--- config.mk ---
export PLATFORM = sky130hd
export DESIGN_NAME = gfx_strip_rmw
export DESIGN_NICKNAME = d
export VERILOG_FILES = /design/src/rtl/gfx_strip_rmw.sv
export SDC_FILE = /design/constraint.sdc
export NUM_CORES = 2
export LEC_CHECK = 0
export ABC_AREA = 1
export CAP_MARGIN = 20
export CORE_MARGIN = 4
export CORE_UTILIZATION = 40
export CTS_CLUSTER_DIAMETER = 30
export DETAILED_ROUTE_END_ITERATION = 7
export SYNTH_ARGS = -nofsm -noshare
export SYNTH_HDL_FRONTEND = slang
export SYNTH_SLANG_ARGS = --single-unit
--- constraint.sdc ---
create_clock -name clk -period 2.5 [get_ports clk]
set_clock_uncertainty 0.1 [all_clocks]
set_input_delay 0.5 -clock clk [delete_from_list [all_inputs] [get_ports clk]]
set_output_delay 0.5 -clock clk [all_outputs]
set_load 0.02 [all_outputs]
--- src/rtl/gfx_strip_rmw.sv ---
// Single-line strip cache with read-modify-write of a pixel bit field.
// A request carries a strip byte address, a bit span [mb..me] and a colour;
// the span is combined into the cached strip with a raster op. Misses write
// back a dirty line, then fill from memory. flush_i writes back a dirty line.
//
// Ports:
//   clk, rst_n       clock, asynchronous active-low reset
//   req_*            pixel write request (valid/ready handshake)
//   flush_i          level request to write back the cached strip
//   mem_*            single-outstanding memory cycle, ack is a one-cycle pulse
//   busy_o           high whenever the controller is not idle
module gfx_strip_rmw #(
  parameter int unsigned SW = 256,
  parameter int unsigned BN = $clog2(SW) - 1
) (
  input  logic          clk,
  input  logic          rst_n,
  input  logic          req_valid_i,
  output logic          req_ready_o,
  input  logic [31:0]   req_addr_i,
  input  logic [BN:0]   req_mb_i,
  input  logic [BN:0]   req_me_i,
  input  logic [31:0]   req_color_i,
  input  logic [1:0]    req_rop_i,
  input  logic          flush_i,
  output logic          mem_req_o,
  output logic          mem_we_o,
  output logic [31:0]   mem_addr_o,
  output logic [SW-1:0] mem_wdata_o,
  input  logic          mem_ack_i,
  input  logic [SW-1:0] mem_rdata_i,
  output logic          busy_o
);

  localparam logic [31:0] OffMask = 32'(SW / 8) - 32'd1;

  typedef enum logic [2:0] {StIdle, StWb, StRd, StMerge, StFlush} state_e;

  state_e          state_q, state_d;
  logic [31:0]     tag_q, tag_d;
  logic [SW-1:0]   data_q, data_d;
  logic            valid_q, valid_d;
  logic            dirty_q, dirty_d;
  // Latched request
  logic [31:0]     rtag_q, rtag_d;
  logic [BN:0]     mb_q, mb_d;
  logic [BN:0]     me_q, me_d;
  logic [31:0]     color_q, color_d;
  logic [1:0]      rop_q, rop_d;
  // Registered memory interface
  logic            mem_req_q, mem_req_d;
  logic            mem_we_q, mem_we_d;
  logic [31:0]     mem_addr_q, mem_addr_d;
  logic [SW-1:0]   mem_wdata_q, mem_wdata_d;

  logic [31:0]     req_tag;
  logic            hit;
  logic [SW-1:0]   mask, color_ext, field;

  assign req_tag = req_addr_i & ~OffMask;
  assign hit     = valid_q && (tag_q == req_tag);

  // Combinational on rst_n so ready stays low while reset is held.
  assign req_ready_o = rst_n && (state_q == StIdle) && !flush_i;
  assign busy_o      = (state_q != StIdle);
  assign mem_req_o   = mem_req_q;
  assign mem_we_o    = mem_we_q;
  assign mem_addr_o  = mem_addr_q;
  assign mem_wdata_o = mem_wdata_q;

  always_comb begin
    mask      = '0;
    color_ext = '0;
    for (int i = 0; i < int'(SW); i++) begin
      mask[i] = (i >= int'(mb_q)) && (i <= int'(me_q));
    end
    color_ext[31:0] = color_q;
    field = (color_ext << mb_q) & mask;
  end

  always_comb begin
    state_d     = state_q;
    tag_d       = tag_q;
    data_d      = data_q;
    valid_d     = valid_q;
    dirty_d     = dirty_q;
    rtag_d      = rtag_q;
    mb_d        = mb_q;
    me_d        = me_q;
    color_d     = color_q;
    rop_d       = rop_q;
    mem_req_d   = mem_req_q;
    mem_we_d    = mem_we_q;
    mem_addr_d  = mem_addr_q;
    mem_wdata_d = mem_wdata_q;

    unique case (state_q)
      StIdle: begin
        if (flush_i) begin
          if (dirty_q) state_d = StFlush;
        end else if (req_valid_i) begin
          // An empty span (me < mb) is accepted and dropped.
          if (req_me_i >= req_mb_i) begin
            rtag_d  = req_tag;
            mb_d    = req_mb_i;
            me_d    = req_me_i;
            color_d = req_color_i;
            rop_d   = req_rop_i;
            if (hit)          state_d = StMerge;
            else if (dirty_q) state_d = StWb;
            else              state_d = StRd;
          end
        end
      end
      StWb, StFlush: begin
        if (!mem_req_q) begin
          mem_req_d   = 1'b1;
          mem_we_d    = 1'b1;
          mem_addr_d  = tag_q;
          mem_wdata_d = data_q;
        end else if (mem_ack_i) begin
          mem_req_d = 1'b0;
          mem_we_d  = 1'b0;
          if (state_q == StWb) begin
            state_d = StRd;
          end else begin
            dirty_d = 1'b0;
            state_d = StIdle;
          end
        end
      end
      StRd: begin
        if (!mem_req_q) begin
          mem_req_d  = 1'b1;
          mem_we_d   = 1'b0;
          mem_addr_d = rtag_q;
        end else if (mem_ack_i) begin
          mem_req_d = 1'b0;
          data_d    = mem_rdata_i;
          tag_d     = rtag_q;
          valid_d   = 1'b1;
          dirty_d   = 1'b0;
          state_d   = StMerge;
        end
      end
      StMerge: begin
        unique case (rop_q)
          2'd0: data_d = (data_q & ~mask) | field;
          2'd1: data_d = data_q & (field | ~mask);
          2'd2: data_d = data_q | field;
          2'd3: data_d = data_q ^ field;
          default: data_d = data_q;
        endcase
        dirty_d = 1'b1;
        state_d = StIdle;
      end
      default: state_d = StIdle;
    endcase
  end

  always_ff @(posedge clk or negedge rst_n) begin
    if (!rst_n) begin
      state_q     <= StIdle;
      tag_q       <= '0;
      data_q      <= '0;
      valid_q     <= 1'b0;
      dirty_q     <= 1'b0;
      rtag_q      <= '0;
      mb_q        <= '0;
      me_q        <= '0;
      color_q     <= '0;
      rop_q       <= '0;
      mem_req_q   <= 1'b0;
      mem_we_q    <= 1'b0;
      mem_addr_q  <= '0;
      mem_wdata_q <= '0;
    end else begin
      state_q     <= state_d;
      tag_q       <= tag_d;
      data_q      <= data_d;
      valid_q     <= valid_d;
      dirty_q     <= dirty_d;
      rtag_q      <= rtag_d;
      mb_q        <= mb_d;
      me_q        <= me_d;
      color_q     <= color_d;
      rop_q       <= rop_d;
      mem_req_q   <= mem_req_d;
      mem_we_q    <= mem_we_d;
      mem_addr_q  <= mem_addr_d;
      mem_wdata_q <= mem_wdata_d;
    end
  end

endmodule

# ---- Word level (Yosys, flattened, before mapping)
# Cells that the tools add are included.
dict set report totals {
  in_bits 343
  word_cells 859
  regBits 655
  out_inout_bits 292
}
dict set report op_classes {
  reduce_logical 274
  magnitude_cmp 511
  n_eq_ne 19
  bitwise 10
  shifts 1
  mux 30
}
# cell count
set ops {}
lappend ops {{8-bit <= comparator, first input constant} 128}
lappend ops {{256-bit case mux with 4 select lines} 1}
lappend ops {{8-bit >= comparator, first input constant} 127}
lappend ops {{256-bit bitwise AND} 3}
lappend ops {{256-bit bitwise OR} 3}
lappend ops {{7-bit by 8-bit >= comparator with 1-bit output, first input constant} 64}
lappend ops {{7-bit by 8-bit <= comparator with 1-bit output, first input constant} 64}
lappend ops {{256-bit 2-to-1 mux} 2}
lappend ops {{256-bit case mux with 2 select lines} 1}
lappend ops {{1-bit logical AND} 257}
lappend ops {{6-bit by 8-bit >= comparator with 1-bit output, first input constant} 32}
lappend ops {{6-bit by 8-bit <= comparator with 1-bit output, first input constant} 32}
lappend ops {{256-bit inverter} 1}
lappend ops {{32-bit by 8-bit << shifter with 256-bit output} 1}
lappend ops {{256-bit bitwise XOR} 1}
lappend ops {{5-bit by 8-bit >= comparator with 1-bit output, first input constant} 16}
lappend ops {{5-bit by 8-bit <= comparator with 1-bit output, first input constant} 16}
lappend ops {{4-bit by 8-bit >= comparator with 1-bit output, first input constant} 8}
lappend ops {{4-bit by 8-bit <= comparator with 1-bit output, first input constant} 8}
lappend ops {{32-bit 2-to-1 mux} 2}
lappend ops {{32-bit case mux with 2 select lines} 1}
lappend ops {{3-bit by 8-bit >= comparator with 1-bit output, first input constant} 4}
lappend ops {{3-bit by 8-bit <= comparator with 1-bit output, first input constant} 4}
lappend ops {{27-bit equality test} 1}
lappend ops {{other kinds (32)} 68}

# ---- Logic depth before layout (Yosys ltp)
dict set report logic_depth {
  ltp_word 7
  mapped_depth 20
  mapped_depth_nobuf 17
}

# ---- Worst setup path before layout
# No wires, ideal clock.
dict set report synth_timing {
  path_kind {input port to flip-flop}
  start {in req_mb_i[3]}
  end {reg color_q[0]}
  path_buffers 2
  required_ps 2322
  arrival_time_ps 2181
  path_slack_ps 141
  setup_ps 78
  stages 13
  path_cell_list {inv_1 -> ha_1 -> a21oi_1 -> o21ai_0 -> nand2_1 -> o2111ai_1 -> nand2_1 -> inv_1 -> nand2_1 -> clkbuf_1 -> clkbuf_1 -> nor2_1 -> a21oi_1}
}
dict set report synth_between {
  elab_chain_cells 2
}
# item line
set synth_rtl {}
lappend synth_rtl {{from (decl)} 21} ;# input logic [BN:0] req_mb_i,
lappend synth_rtl {{8-bit >= comparator} 103} ;# if (req_me_i >= req_mb_i) begin
lappend synth_rtl {{4-bit AND reduction (no source line)} -}
lappend synth_rtl {{to (signal assigned)} 186} ;# color_q <= color_d;
lappend synth_rtl {{to (decl)} 48} ;# logic [31:0] color_q, color_d;
# No other way between the ends.
# A chain may end at the register's enable or synchronous reset.

# ---- Worst setup path after layout
dict set report layout_timing {
  start {reg mb_q[0]}
  end {reg data_q[74]}
}
dict set report layout_between {
  elab_chain_cells 7
  elab_cells_between_ends 13
  classes_between {order compare: 1; shift: 1; mux: 2; bitwise: 8; reduce/logical: 1}
}
# item line
set layout_rtl {}
lappend layout_rtl {{from (decl)} 46} ;# logic [BN:0] mb_q, mb_d;
lappend layout_rtl {{from (signal assigned)} 184} ;# mb_q <= mb_d;
lappend layout_rtl {{7-bit by 8-bit >= comparator with 1-bit output} 75} ;# mask[i] = (i >= int'(mb_q)) && (i <= int'(me_q));
lappend layout_rtl {{1-bit logical AND} 75}
lappend layout_rtl {{256-bit bitwise AND or 256-bit inverter (tied branches)} {78, 148, 149}}
lappend layout_rtl {{256-bit bitwise OR or 256-bit bitwise AND (tied branches)} {149, 148}}
lappend layout_rtl {{256-bit bitwise AND or 256-bit bitwise OR (tied branches)} {149, 148}}
lappend layout_rtl {{256-bit case mux with 4 select lines (*)} 147} ;# unique case (rop_q)
lappend layout_rtl {{256-bit case mux with 2 select lines (*)} 97} ;# unique case (state_q)
lappend layout_rtl {{to (signal assigned)} 180} ;# data_q <= data_d;
lappend layout_rtl {{to (decl)} 41} ;# logic [SW-1:0] data_q, data_d;
# Every way passes the cells marked *; elsewhere a longest branch is shown, timed or not.

==> metrics.txt <==
# TYPE chip_impl_metric gauge
chip_impl_info{name="grt_setup_unrepaired",value="yes"} 1
chip_impl_metric{name="die-height",unit="µm"} 363
chip_impl_metric{name="gpl.final_weighted_congestion",unit=""} 1.11
chip_impl_metric{name="synth_enable_flop_cells",unit=""} 0
chip_impl_metric{name="hold_violations",unit=""} 0
chip_impl_metric{name="buffer_ports.inserted",unit=""} 624
chip_impl_metric{name="drv_cap",unit=""} 0
chip_impl_metric{name="final_cells",unit=""} 11668
chip_impl_metric{name="drc_errors",unit=""} 1
chip_impl_metric{name="clk_pin_slew",unit="ps"} 50
chip_impl_metric{name="yosys.cell_types.count",unit=""} 55
chip_impl_metric{name="antenna_violations_before_repair",unit=""} 21
chip_impl_metric{name="tritoncts_sinks",unit=""} 650
chip_impl_metric{name="die-area",unit="mm²"} 0.132
chip_impl_metric{name="timing.final.crit_period",unit="ps"} 2820
chip_impl_info{name="timing.critical_path.from_type",value="flip-flop"} 1
chip_impl_metric{name="critical_path_peak_fanout",unit=""} 13
chip_impl_metric{name="synth_area_per_cell",unit="µm²"} 6.13
chip_impl_metric{name="nFillCells",unit=""} 11432
chip_impl_info{name="hold_wc_startpoint",value="req_color_i[30]"} 1
chip_impl_info{name="ys_dominant_reg_cell",value="sky130_fd_sc_hd__dfrtp_1"} 1
chip_impl_info{name="synth_top_area_cell",value="sky130_fd_sc_hd__dfrtp_1"} 1
chip_impl_metric{name="async_set_or_reset_register_ratio_after_synthesis",unit="%"} 100
chip_impl_metric{name="design.portCount",unit=""} 635
chip_impl_metric{name="synth_top_area_share",unit="%"} 32.2
chip_impl_metric{name="grtUsageTotal",unit="%"} 46.4
chip_impl_info{name="final_common_cell",value="sky130_fd_sc_hd__nand2_1"} 1
chip_impl_info{name="worstSetupEndpointType",value="flip-flop"} 1
chip_impl_metric{name="rr_worst_depth",unit=""} 20
chip_impl_info{name="holdCritPathClass",value="in2reg"} 1
chip_impl_metric{name="routedWlPerCell",unit="µm"} 27.2
chip_impl_metric{name="clock_tree.buffer_depth",unit=""} 3
chip_impl_info{name="post_synth_main_area_contributors",value="sky130_fd_sc_hd__dfrtp_1 32%, sky130_fd_sc_hd__nand2_1 21%, sky130_fd_sc_hd__nand3_1 11%"} 1
chip_impl_metric{name="syn_area",unit="mm²"} 0.0505
chip_impl_metric{name="max_freq",unit="MHz"} 355
chip_impl_metric{name="clock_latency",unit="ps"} 790
chip_impl_metric{name="min_period_over_period",unit="%"} 113
chip_impl_info{name="crit_type",value="reg2reg"} 1
chip_impl_metric{name="finalSetupTns",unit="ps"} -37870
chip_impl_metric{name="worst_slack",unit="ps"} -316
chip_impl_metric{name="whs",unit="ps"} 208
chip_impl_metric{name="post-dp-hpwl",unit="µm"} 246000
chip_impl_metric{name="first_pass_iters",unit=""} 8
chip_impl_metric{name="setup_violations",unit=""} 259
chip_impl_metric{name="worst-endpoint-required",unit="ps"} 3070
chip_impl_metric{name="layout_cell_share_with_drive_strength_beyond_1",unit="%"} 21.5
chip_impl_metric{name="pwr_density_cell",unit="mW/mm²"} 1820
chip_impl_metric{name="postRouteWirelength",unit="µm"} 317000
chip_impl_info{name="clock_tree_from_tritoncts",value="built"} 1
chip_impl_metric{name="synth_warnings",unit=""} 0
chip_impl_metric{name="setup_slack_placement",unit="ps"} -874
chip_impl_metric{name="worst-r2r-setup-slack",unit="ps"} -320
chip_impl_metric{name="tightest_slew",unit="ps"} 768
chip_impl_metric{name="drt_first_iter_violations",unit=""} 9504
chip_impl_info{name="regToRegStartpoint",value="mb_q[0]"} 1
chip_impl_metric{name="cts_buffers",unit=""} 168
chip_impl_info{name="cts-root-buf",value="sky130_fd_sc_hd__clkbuf_16"} 1
chip_impl_info{name="outcome",value="complete, but fails checks"} 1
chip_impl_info{name="min_to",value="color_q[30]"} 1
chip_impl_metric{name="dieWidth",unit="µm"} 363
chip_impl_metric{name="routed-via-count",unit=""} 69027
chip_impl_info{name="r2r-end",value="data_q[74]"} 1
chip_impl_info{name="most_frequent_cells_in_the_layout",value="2,668 x sky130_fd_sc_hd__nand2_1, 1,112 x sky130_fd_sc_hd__buf_4, 1,028 x sky130_fd_sc_hd__nand3_1, 739 x sky130_fd_sc_hd__inv_1, 639 x sky130_fd_sc_hd__dfrtp_1"} 1
chip_impl_metric{name="relSlewSlack",unit="%"} 48.2
chip_impl_metric{name="synth.yosys.seq_area_share",unit="%"} 32.2
chip_impl_metric{name="globalRouteOverflowTotal",unit=""} 0
chip_impl_metric{name="cts_htree_levels",unit=""} 4
chip_impl_metric{name="cp_data_arrival_time",unit="ps"} 3390
chip_impl_metric{name="detail_route.vias_per_cell",unit=""} 5.92
chip_impl_metric{name="static-leakage-power",unit="nW"} 38.5
chip_impl_metric{name="finalMaxSlewViolations",unit=""} 0
chip_impl_metric{name="synth.ff_latch_count",unit=""} 650
chip_impl_metric{name="finalNetCount",unit=""} 10213
chip_impl_metric{name="placementRows",unit=""} 130
chip_impl_metric{name="number_of_cells_in_the_design_after_placement",unit=""} 11297
chip_impl_metric{name="floorplan.initialDensity",unit="%"} 40.2
chip_impl_metric{name="drtAntennaViolNets",unit=""} 0
chip_impl_metric{name="wire_length_of_the_first_global_routing_pass",unit="µm"} 447000
chip_impl_metric{name="number_of_global_route_vias_before_repair",unit=""} 65565
chip_impl_metric{name="p_total",unit="mW"} 141
chip_impl_metric{name="irDropWorstVdd",unit="mV"} 0.934
chip_impl_metric{name="synth_cells",unit=""} 8230
chip_impl_metric{name="area_delta_synth_final",unit="%"} 52.8
chip_impl_metric{name="grt_start_max_net_pins",unit=""} 123
chip_impl_metric{name="hold_depth",unit=""} 3
chip_impl_info{name="violations_in_the_final_reports",value="design-rule violations, negative setup slack"} 1
chip_impl_metric{name="placeableCoreArea",unit="mm²"} 0.125
## synth_stat cells, types with 27 or more instances
master                     instances
sky130_fd_sc_hd__a211oi_1         46
sky130_fd_sc_hd__a211oi_2         27
sky130_fd_sc_hd__a21oi_1         618
sky130_fd_sc_hd__a31oi_1          68
sky130_fd_sc_hd__buf_1            76
sky130_fd_sc_hd__buf_2            96
sky130_fd_sc_hd__buf_4            27
sky130_fd_sc_hd__clkbuf_1        304
sky130_fd_sc_hd__dfrtp_1         650
sky130_fd_sc_hd__inv_1           753
sky130_fd_sc_hd__inv_2            58
sky130_fd_sc_hd__mux2_2           39
sky130_fd_sc_hd__nand2_1        2759
sky130_fd_sc_hd__nand3_1        1132
sky130_fd_sc_hd__nand4_1         220
sky130_fd_sc_hd__nor2_1          421
sky130_fd_sc_hd__nor3_1           44
sky130_fd_sc_hd__o211ai_1         59
sky130_fd_sc_hd__o21ai_0         593
sky130_fd_sc_hd__o21ai_1          60
## worst max-delay path, stage by stage (launching register included)
cell	delay (ps)
sky130_fd_sc_hd__dfrtp_2	480
sky130_fd_sc_hd__buf_8	180
sky130_fd_sc_hd__buf_4	140
sky130_fd_sc_hd__nand2_1	90
sky130_fd_sc_hd__nand3_2	110
sky130_fd_sc_hd__nand3_2	120
sky130_fd_sc_hd__buf_4	130
sky130_fd_sc_hd__nand3_1	90
sky130_fd_sc_hd__nand2_2	150
sky130_fd_sc_hd__buf_4	140
sky130_fd_sc_hd__nand2_1	80
sky130_fd_sc_hd__buf_4	150
sky130_fd_sc_hd__nand3_1	60
sky130_fd_sc_hd__nand2_1	90
sky130_fd_sc_hd__buf_12	160
sky130_fd_sc_hd__nand2_1	50
sky130_fd_sc_hd__nand2_1	50
sky130_fd_sc_hd__a21oi_1	130
sky130_fd_sc_hd__nand3_1	80
sky130_fd_sc_hd__nand2_1	60
sky130_fd_sc_hd__nand2_1	50
## worst max path at each step
| stage | startpoint | to |
|---|---|---|
| 2_1_floorplan | req_mb_i[3] | color_q[0] |
| 3_3_place_gp | mb_q[1] | data_q[40] |
| 3_5_place_dp | mb_q[1] | data_q[40] |
| 4_1_cts | mb_q[0] | data_q[250] |
| 5_1_grt | mb_q[0] | data_q[202] |
| 6_report | mb_q[0] | data_q[74] |
## cell families after synthesis
logic type / Yosys count / share of synthesized area, %
fa+ha+maj: 8 / 0.198
compound gates: 1536 / 16.8
flops: 650 / 32.2
simple gates: 4664 / 39.4
buf+inv: 1324 / 10.4
xor+xnor: 8 / 0.139
other cells: 1 / 0.00743
mux: 39 / 0.870
## metrics by stage
step                cell area (µm²)  util [%]
floorplan                     50500         -
global placement              68800      54.9
detailed placement            68800      54.9
CTS                           76700      61.1
global route                  77100      61.5
finish                        77100      61.5
## where the power goes
group	internal (mW)	switching, mW
sequential	15.6	4.36
combinational	35.4	61.9
clock	15.8	7.44
total	66.9	73.7
## metal layers
layer / share of wire [%] / global-route usage [%]
met1: 39 / 59.5
met5: 0.022 / 0
met2: 42 / 68.3
met4: 7.5 / 29.5
met3: 12 / 13.7
## what timing repair did
action | CTS | global route
gates resized for setup | 362 | 87
gates cloned | 1 | 1
setup buffers | 40 | 5
pin swaps | 41 | 8
hold buffers | 1 | 0
hold endpoints to repair | 23 | 0
setup endpoints to repair | 260 | 264
## registers in the layout, summed over array words and instances (netlist names)
signal and flops:
mem_addr_o 27, data_q 256, rtag_q 27, me_q 8
mem_we_o 1, color_q 32, tag_q 27, dirty_q 1
state_q 3, mem_req_o 1, mem_wdata_o 256, valid_q 1
mb_q 8, rop_q 2
## cell type report
type	count	area, µm²	share of cell area, %
Sequential cell	650	16300	21.1
Multi-Input combinational cell	6260	30500	39.6
Clock inverter	93	1360	1.76
Timing Repair Buffer	1968	19000	24.6
Clock buffer	218	4750	6.15
Antenna cell	15	37.5	0.0487
Tap cell	1650	2060	2.68
Inverter	814	3120	4.05
(Power assumes the default switching activity.)
